`config.mk`:
```
export PLATFORM = sky130hd
export DESIGN_NAME = rca_wide_add_seq_flat
export DESIGN_NICKNAME = d
export VERILOG_FILES = /design/src/rtl/rca_wide_add_seq_if.sv /design/src/rtl/rca_wide_add_seq.sv /design/src/flat_wrapper.sv
export SDC_FILE = /design/constraint.sdc
export NUM_CORES = 1
export LEC_CHECK = 0
export BUFFER_PORTS_ARGS = -buffer_cell sky130_fd_sc_hd__buf_2
export CELL_PAD_IN_SITES_DETAIL_PLACEMENT = 1
export CELL_PAD_IN_SITES_GLOBAL_PLACEMENT = 1
export CORE_MARGIN = 2
export CORE_UTILIZATION = 38
export CTS_CLUSTER_SIZE = 30
export DETAILED_ROUTE_END_ITERATION = 8
export GPL_ROUTABILITY_DRIVEN = 0
export HOLD_SLACK_MARGIN = 0.03
export PLACE_DENSITY = 0.78
export SYNTH_ARGS = -nofsm -noshare
export SYNTH_HDL_FRONTEND = slang
export SYNTH_SLANG_ARGS = --single-unit
export TNS_END_PERCENT = 1
```
`constraint.sdc`:
```
create_clock -name clk -period 11.5 [get_ports clk]
set_input_delay 2.3 -clock clk [delete_from_list [all_inputs] [get_ports clk]]
set_output_delay 2.3 -clock clk [all_outputs]
set_load 0.01 [all_outputs]
```
`src/rtl/rca_wide_add_seq_if.sv`:
```
// Bundle between the control logic, the wide-add sequencer and the shared word-wide adder.
// The master is the control/adder side and the slave is the sequencer.
interface rca_wide_add_seq_if #(
    parameter int WIDTH = 16,
    parameter int WORDS = 4
);
    localparam int N = WIDTH * WORDS;

    logic             start;
    logic             sub;
    logic             cin;
    logic [N-1:0]     op_a;
    logic [N-1:0]     op_b;
    logic             busy;
    logic             done;
    logic [N-1:0]     result;
    logic             cout;
    logic             ovf;
    logic [WIDTH-1:0] adder_a;
    logic [WIDTH-1:0] adder_b;
    logic             adder_cin;
    logic [WIDTH-1:0] adder_sum;
    logic             adder_cout;

    modport slave (
        input  start, sub, cin, op_a, op_b, adder_sum, adder_cout,
        output busy, done, result, cout, ovf, adder_a, adder_b, adder_cin
    );

    modport master (
        output start, sub, cin, op_a, op_b, adder_sum, adder_cout,
        input  busy, done, result, cout, ovf, adder_a, adder_b, adder_cin
    );
endinterface

```
`src/rtl/rca_wide_add_seq.sv`:
```
// Word-serial wide add/subtract: one WIDTH-bit external adder is reused for WORDS cycles,
// LSW first, with the inter-word carry held in a register.
module rca_wide_add_seq #(
    parameter int WIDTH = 16,
    parameter int WORDS = 4
) (
    input logic            clk,
    input logic            rst,
    rca_wide_add_seq_if.slave bus
);
    localparam int IDX_W = (WORDS > 1) ? $clog2(WORDS) : 1;
    localparam logic [IDX_W-1:0] LAST_IDX = IDX_W'(WORDS - 1);

    typedef enum logic [1:0] {IDLE, RUN, DONE} state_t;

    state_t                        r_state;
    state_t                        w_next;
    logic [IDX_W-1:0]              r_idx;
    logic [WORDS-1:0][WIDTH-1:0]   r_a;
    logic [WORDS-1:0][WIDTH-1:0]   r_b;
    logic [WORDS-1:0][WIDTH-1:0]   r_result;
    logic                          r_c0;
    logic                          r_carry;
    logic                          r_cout;
    logic                          r_ovf;
    logic                          w_last;
    logic                          w_ovf;

    assign w_last = (r_idx == LAST_IDX);
    // Signed overflow: operand signs agree but the top word's sum sign differs.
    assign w_ovf  = (r_a[WORDS-1][WIDTH-1] == r_b[WORDS-1][WIDTH-1]) &&
                    (bus.adder_sum[WIDTH-1] != r_a[WORDS-1][WIDTH-1]);

    always_ff @(posedge clk) begin
        if (rst) r_state <= IDLE;
        else     r_state <= w_next;
    end

    always_comb begin
        w_next = r_state;
        case (r_state)
            IDLE:    if (bus.start) w_next = RUN;
            RUN:     if (w_last) w_next = DONE;
            DONE:    w_next = IDLE;
            default: w_next = IDLE;
        endcase
    end

    // The adder sees only registered operands, never start or op_* directly.
    always_comb begin
        bus.adder_a   = '0;
        bus.adder_b   = '0;
        bus.adder_cin = 1'b0;
        if (r_state == RUN) begin
            bus.adder_a   = r_a[r_idx];
            bus.adder_b   = r_b[r_idx];
            bus.adder_cin = (r_idx == '0) ? r_c0 : r_carry;
        end
    end

    always_ff @(posedge clk) begin
        if (rst) begin
            r_idx    <= '0;
            r_c0     <= 1'b0;
            r_carry  <= 1'b0;
            r_cout   <= 1'b0;
            r_ovf    <= 1'b0;
            r_result <= '0;
        end else begin
            case (r_state)
                IDLE: begin
                    if (bus.start) begin
                        r_a      <= bus.op_a;
                        r_b      <= bus.sub ? ~bus.op_b : bus.op_b;
                        r_c0     <= bus.sub ? 1'b1 : bus.cin;
                        r_result <= '0;
                        r_idx    <= '0;
                        r_carry  <= 1'b0;
                    end
                end
                RUN: begin
                    r_result[r_idx] <= bus.adder_sum;
                    r_carry         <= bus.adder_cout;
                    if (w_last) begin
                        r_idx  <= '0;
                        r_cout <= bus.adder_cout;
                        r_ovf  <= w_ovf;
                    end else begin
                        r_idx  <= r_idx + IDX_W'(1);
                    end
                end
                default: ;
            endcase
        end
    end

    assign bus.busy   = (r_state == RUN);
    assign bus.done   = (r_state == DONE);
    assign bus.result = r_result;
    assign bus.cout   = r_cout;
    assign bus.ovf    = r_ovf;
endmodule

```
`src/flat_wrapper.sv`:
```
// flat-port wrapper written by rule: the top's interface ports become plain ports
module rca_wide_add_seq_flat 
#(
    parameter int WIDTH = 16,
    parameter int WORDS = 4
)
  (clk, rst, bus_start, bus_sub, bus_cin, bus_op_a, bus_op_b, bus_adder_sum, bus_adder_cout, bus_busy, bus_done, bus_result, bus_cout, bus_ovf, bus_adder_a, bus_adder_b, bus_adder_cin);
  rca_wide_add_seq_if #(.WIDTH(WIDTH), .WORDS(WORDS)) bus_i ();
  input logic clk;
  input logic rst;
  input wire logic [$bits(bus_i.start)-1:0] bus_start;
  input wire logic [$bits(bus_i.sub)-1:0] bus_sub;
  input wire logic [$bits(bus_i.cin)-1:0] bus_cin;
  input wire logic [$bits(bus_i.op_a)-1:0] bus_op_a;
  input wire logic [$bits(bus_i.op_b)-1:0] bus_op_b;
  input wire logic [$bits(bus_i.adder_sum)-1:0] bus_adder_sum;
  input wire logic [$bits(bus_i.adder_cout)-1:0] bus_adder_cout;
  output wire logic [$bits(bus_i.busy)-1:0] bus_busy;
  output wire logic [$bits(bus_i.done)-1:0] bus_done;
  output wire logic [$bits(bus_i.result)-1:0] bus_result;
  output wire logic [$bits(bus_i.cout)-1:0] bus_cout;
  output wire logic [$bits(bus_i.ovf)-1:0] bus_ovf;
  output wire logic [$bits(bus_i.adder_a)-1:0] bus_adder_a;
  output wire logic [$bits(bus_i.adder_b)-1:0] bus_adder_b;
  output wire logic [$bits(bus_i.adder_cin)-1:0] bus_adder_cin;
  assign bus_i.start = bus_start;
  assign bus_i.sub = bus_sub;
  assign bus_i.cin = bus_cin;
  assign bus_i.op_a = bus_op_a;
  assign bus_i.op_b = bus_op_b;
  assign bus_i.adder_sum = bus_adder_sum;
  assign bus_i.adder_cout = bus_adder_cout;
  assign bus_busy = bus_i.busy;
  assign bus_done = bus_i.done;
  assign bus_result = bus_i.result;
  assign bus_cout = bus_i.cout;
  assign bus_ovf = bus_i.ovf;
  assign bus_adder_a = bus_i.adder_a;
  assign bus_adder_b = bus_i.adder_b;
  assign bus_adder_cin = bus_i.adder_cin;
  rca_wide_add_seq #(.WIDTH(WIDTH), .WORDS(WORDS)) u_core (.clk(clk), .rst(rst), .bus(bus_i));
endmodule
```
After elaboration in Yosys (flattened, before gate mapping) --
Cells that the tools add are included.
Operators by class: $add $sub $neg 1, $lt $le $gt $ge 2, equality and inequality tests 7, multiplexer cells 23, bitwise logic cells 2, reduce and logical (&&, ||, !) cells 10
Operator list (count):
- 64-bit 2-to-1 mux | 2
- 64-bit case mux with 2 select lines | 1
- 16-bit 2-to-1 mux | 5
- 16-bit binary-select mux with 2-bit select | 2
- 64-bit bitwise mux | 1
- 64-bit NOT | 1
- 16-bit demux with 2-bit select | 1
- 2-bit 2-to-1 mux | 4
- 2-bit case mux with 2 select lines | 2
- 2-bit AND reduction | 4
- 2-bit equality test, second input constant | 2
- 2-bit zero test | 2
- 1-bit 2-to-1 mux | 4
- 2-bit by 3-bit less-than comparator with 1-bit output, second input constant | 1
- 3-bit AND reduction | 1
- 2-bit by 1-bit adder with 2-bit output, second input constant | 1
- 2-bit by 1-bit equality test with 1-bit output, second input constant | 1
- 2-bit by 1-bit greater-or-equal comparator with 1-bit output, second input constant | 1
- 1-bit logical AND | 2
- 2-bit by 1-bit inequality test with 1-bit output, second input constant | 1
- 2-bit inequality test, second input constant | 1
- 1-bit case mux with 2 select lines | 1
- 2-bit nonzero test | 1
- 1-bit equality test | 1
- other kinds (2) | 2
Storage, ports and cells: register bits 200, input port bits 150, output and inout port bits 101, word-level logic and storage cells 63

Logic depth before layout (Yosys ltp) --
word-level depth 6, depth in mapped cells 9, gate-level depth less buffers 5

Worst setup path after synthesis --
Ideal clock, no wire load.
path type input-to-reg, start point in rst, end point reg u_core.r_a[0] (netlist bit) (enable), library setup time 0.772 ns, arrival 11.428 ns, data required time 10.728 ns, path slack -0.700 ns, stages on the path 3, buffers on the path 2, path through buf_4 > buf_1 > nor3_1
On the way: longest elaborated chain between the ends 2
Ends and longest elaborated chain:
- start, declared | RTL line flat_wrapper.sv:10 | input logic rst;
- 1-bit NOT (no line)
- 3-bit AND reduction (no line)
- end signal, assigned | RTL line rca_wide_add_seq.sv:73 | r_a <= bus.op_a;
- end, declared | RTL line rca_wide_add_seq.sv:19 | logic [WORDS-1:0][WIDTH-1:0] r_a;
No other way between the ends. A chain may end at the register's enable or synchronous reset.

Worst setup path after layout --
start point reg u_core.r_state[1], end point out bus_adder_a[7]
On the way: longest elaborated chain between the ends 2
Ends and longest elaborated chain:
- start, declared | RTL line rca_wide_add_seq.sv:16 | state_t r_state;
- start signal, assigned | RTL line rca_wide_add_seq.sv:36 | else r_state <= w_next;
- 2-bit by 1-bit equality test with 1-bit output | RTL line rca_wide_add_seq.sv:54 | if (r_state == RUN) begin
- 16-bit 2-to-1 mux | RTL line rca_wide_add_seq.sv:54
- end, declared | RTL line flat_wrapper.sv:23 | output wire logic [$bits(bus_i.adder_a)-1:0] bus_adder_a;
No other way between the ends.

==> results.json <==
{
  "hold_class": "flop to flop",
  "ir_drop_uv": 85.9,
  "syn_area_mm2": 0.00839,
  "synth_fp_nets": 700,
  "cts_buffer_depth": 2,
  "seq_area_frac_synth_pct": 63.0,
  "reg2reg_to": "u_core.r_idx[1]",
  "outcome": "finished, final reports clean",
  "synth_warnings": 0,
  "fin_setup_tns_ns": 0,
  "fin_nets": 939,
  "std_cell_rows": 54,
  "p_leak_nw": 4.26,
  "max_cap_violations": 0,
  "post-cts-setup-buffers": 0,
  "startpoint": "u_core.r_state[1]",
  "cts_made_buffers": 17,
  "wl_per_cell_um": 19.3,
  "crit_type": "flop to output port",
  "route.detailed.drc": 0,
  "chipHeight_um": 153,
  "cts_num_sinks": 200,
  "fin_crit_ns": 5.29,
  "fin_crit_sh_pct": 46.0,
  "area_delta_synth_final_pct": 24.3,
  "arrival_ns": 2.99,
  "slew_headroom_pct": 24.7,
  "synth-seq-cells": 200,
  "floorplan.initialDensity_pct": 38.6,
  "synth-edff-count": 128,
  "grt_max_degree": 69,
  "coreArea_mm2": 0.0218,
  "netlist.area_leader.share_pct": 45.8,
  "ys_types": 40,
  "setup_viol": 0,
  "route.antenna.remaining_nets": 0,
  "drt-vias-per-instance": 4.89,
  "crit_fanout": 37,
  "grt-ovfl-total": 0,
  "post_dp_cell_area_mm2": 0.00982,
  "first_global_vias": 5646,
  "crit_required_ns": 9.20,
  "worstMarginPinSlew_ns": 1.13,
  "routed_wl_mm": 20.7,
  "crit_path_end_kind": "output port",
  "async_reset_ff_share_pct": 0,
  "synth_top_cell_by_area": "edfxtp_1",
  "synth_area_leaders": "edfxtp_1, dfxtp_1, mux4_2, xor2_1, mux2i_1",
  "clock_tree.root_cell": "clkbuf_16",
  "slew_violations": 0,
  "diodes": 0,
  "grt.total_usage_pct": 18.0,
  "antenna_found_initial": 2,
  "drt_iter0_drc": 265,
  "synthFlopType": "edfxtp_1",
  "firstDrtPassIters": 4,
  "cellPowerDensity_mw_per_mm2": 150,
  "io_pins": 251,
  "cts_hold_buffers": 0,
  "clkTransAtPathRegs_ns": 0.07,
  "cts_tree": "yes",
  "post_cts_resized": 0,
  "syn_inst": 544,
  "fin_skew_ns": 0.0117,
  "reg2reg_slack_ns": 8.89,
  "r2r-start": "u_core.r_state[1]",
  "hold_viol_final": 0,
  "die_x_um": 153,
  "avgSynthCellArea_um2": 15.4,
  "fmax_ghz": 0.189,
  "worstRegToRegCells": 4,
  "grt_pass1_wl_mm": 32.7,
  "rsz0062_at_grt": "no",
  "die-area_mm2": 0.0233,
  "crit_end": "bus_adder_a[7]",
  "layout-drive-gt1-share_pct": 43.8,
  "dp_hpwl_mm": 14.8,
  "insertion_delay_ns": 0.43,
  "ctsHtreeMaxLevel": 4,
  "cp-start-kind": "flop",
  "fin_area_mm2": 0.0104,
  "num_vias": 5259,
  "io_buffers": 250
}
==> area by class of cell <==
class,count,area [µm²]
multi-input cells,304,2870
clock buffers,17,425
well taps,280,350
fillers,2269,11300
inverters,4,15.0
flip-flops and latches,200,5290
repair buffers,256,1300
clock inverters,15,181
==> layer usage <==
metal  up-vias  GRT usage (%)  wire (µm)
met2       194           30.5      10300
met1      2583           22.4       8620
met4         4           4.45        238
met5         -              0         30
li1       2458              -          -
met3        20           6.00       1500
==> state kept, by name, indices dropped and copies added, names as in the netlist <==
| signal | flops |
|---|---|
| u_core.r_a | 64 |
| u_core.bus.ovf | 1 |
| u_core.r_idx | 2 |
| u_core.r_state | 2 |
| u_core.r_c0 | 1 |
| u_core.bus.cout | 1 |
| u_core.r_carry | 1 |
| u_core.bus.result | 64 |
| u_core.r_b | 64 |
==> synth_stat cells, types with 2 or more instances <==
cell and count:
edfxtp_1 128, dfxtp_1 72, xor2_1 64, nand2_1 36
mux2i_1 33, nand2b_1 33, and2_1 32, mux4_2 29
a22o_2 19, a22o_1 13, buf_2 13, buf_6 11
clkbuf_1 7, ha_1 6, nor2_1 6, a21oi_1 4
a21oi_4 4, buf_4 3, inv_1 3, mux4_1 3
a22oi_1 2, mux2_4 2, nor3_1 2, nor4bb_1 2
or3_1 2
==> logic make-up (layout without fill, tap and decap cells) <==
group	after synthesis	count (layout)	share of synthesized area, %
xor gates and xnor gates	64	64	6.68
muxes	67	67	13.0
and+or+nand+nor	121	121	8.17
adders and majority gates	6	6	0.894
DFF	200	200	63.0
AOI/OAI and AO/OA	46	46	5.16
buffers and inverters	40	292	3.12
==> placed cells by master, fill, tap and decap left out, drive strengths merged, types with 32 or more instances in the layout <==
cell type / n
a22o: 32
and2: 32
buf: 256
dfxtp: 72
edfxtp: 128
mux2i: 33
mux4: 32
nand2: 36
nand2b: 34
xor2: 64
==> stage by stage <==
stage | setup slack (ns) | hold slack, ns | total power, mW | std cells | utilization [%]
after floorplan | 3.32 | 0.449 | 0.915 | 544 | -
after global placement | 6.67 | 0.444 | 0.969 | 1044 | 45.1
after detailed placement | 6.51 | 0.458 | 0.974 | 1044 | 45.1
after CTS | 6.03 | 0.470 | 1.58 | 1076 | 47.9
after global routing | 5.82 | 0.488 | 1.62 | 1076 | 47.9
final | 6.21 | 0.464 | 1.56 | 1076 | 47.9
==> worst min path at each step <==
stage	start	end	slack, ns	cells after the start
floorplan	u_core.r_c0	u_core.r_c0	0.45	2
CTS	u_core.bus.cout	u_core.bus.cout	0.47	2
global route	u_core.bus.result[52]	u_core.bus.result[52]	0.49	2
global placement	u_core.bus.cout	u_core.bus.cout	0.44	2
finish	u_core.bus.cout	u_core.bus.cout	0.46	2
detailed placement	u_core.bus.cout	u_core.bus.cout	0.46	2
==> critical path, stage by stage, from the launching register on <==
cell and delay [ns]:
dfxtp_1 0.67, nand2b_1 0.36, clkinv_1 0.90, and2_1 0.47, buf_2 0.15
==> power by group <==
| part | internal [mW] | leakage (nW) | switching (mW) |
|---|---|---|---|
| clock | 0.312 | 0.291 | 0.296 |
| sequential | 0.796 | 1.77 | 0.00830 |
| combinational | 0.0693 | 2.20 | 0.0795 |
| total | 1.18 | 4.26 | 0.384 |
(Power assumes the default switching activity.)
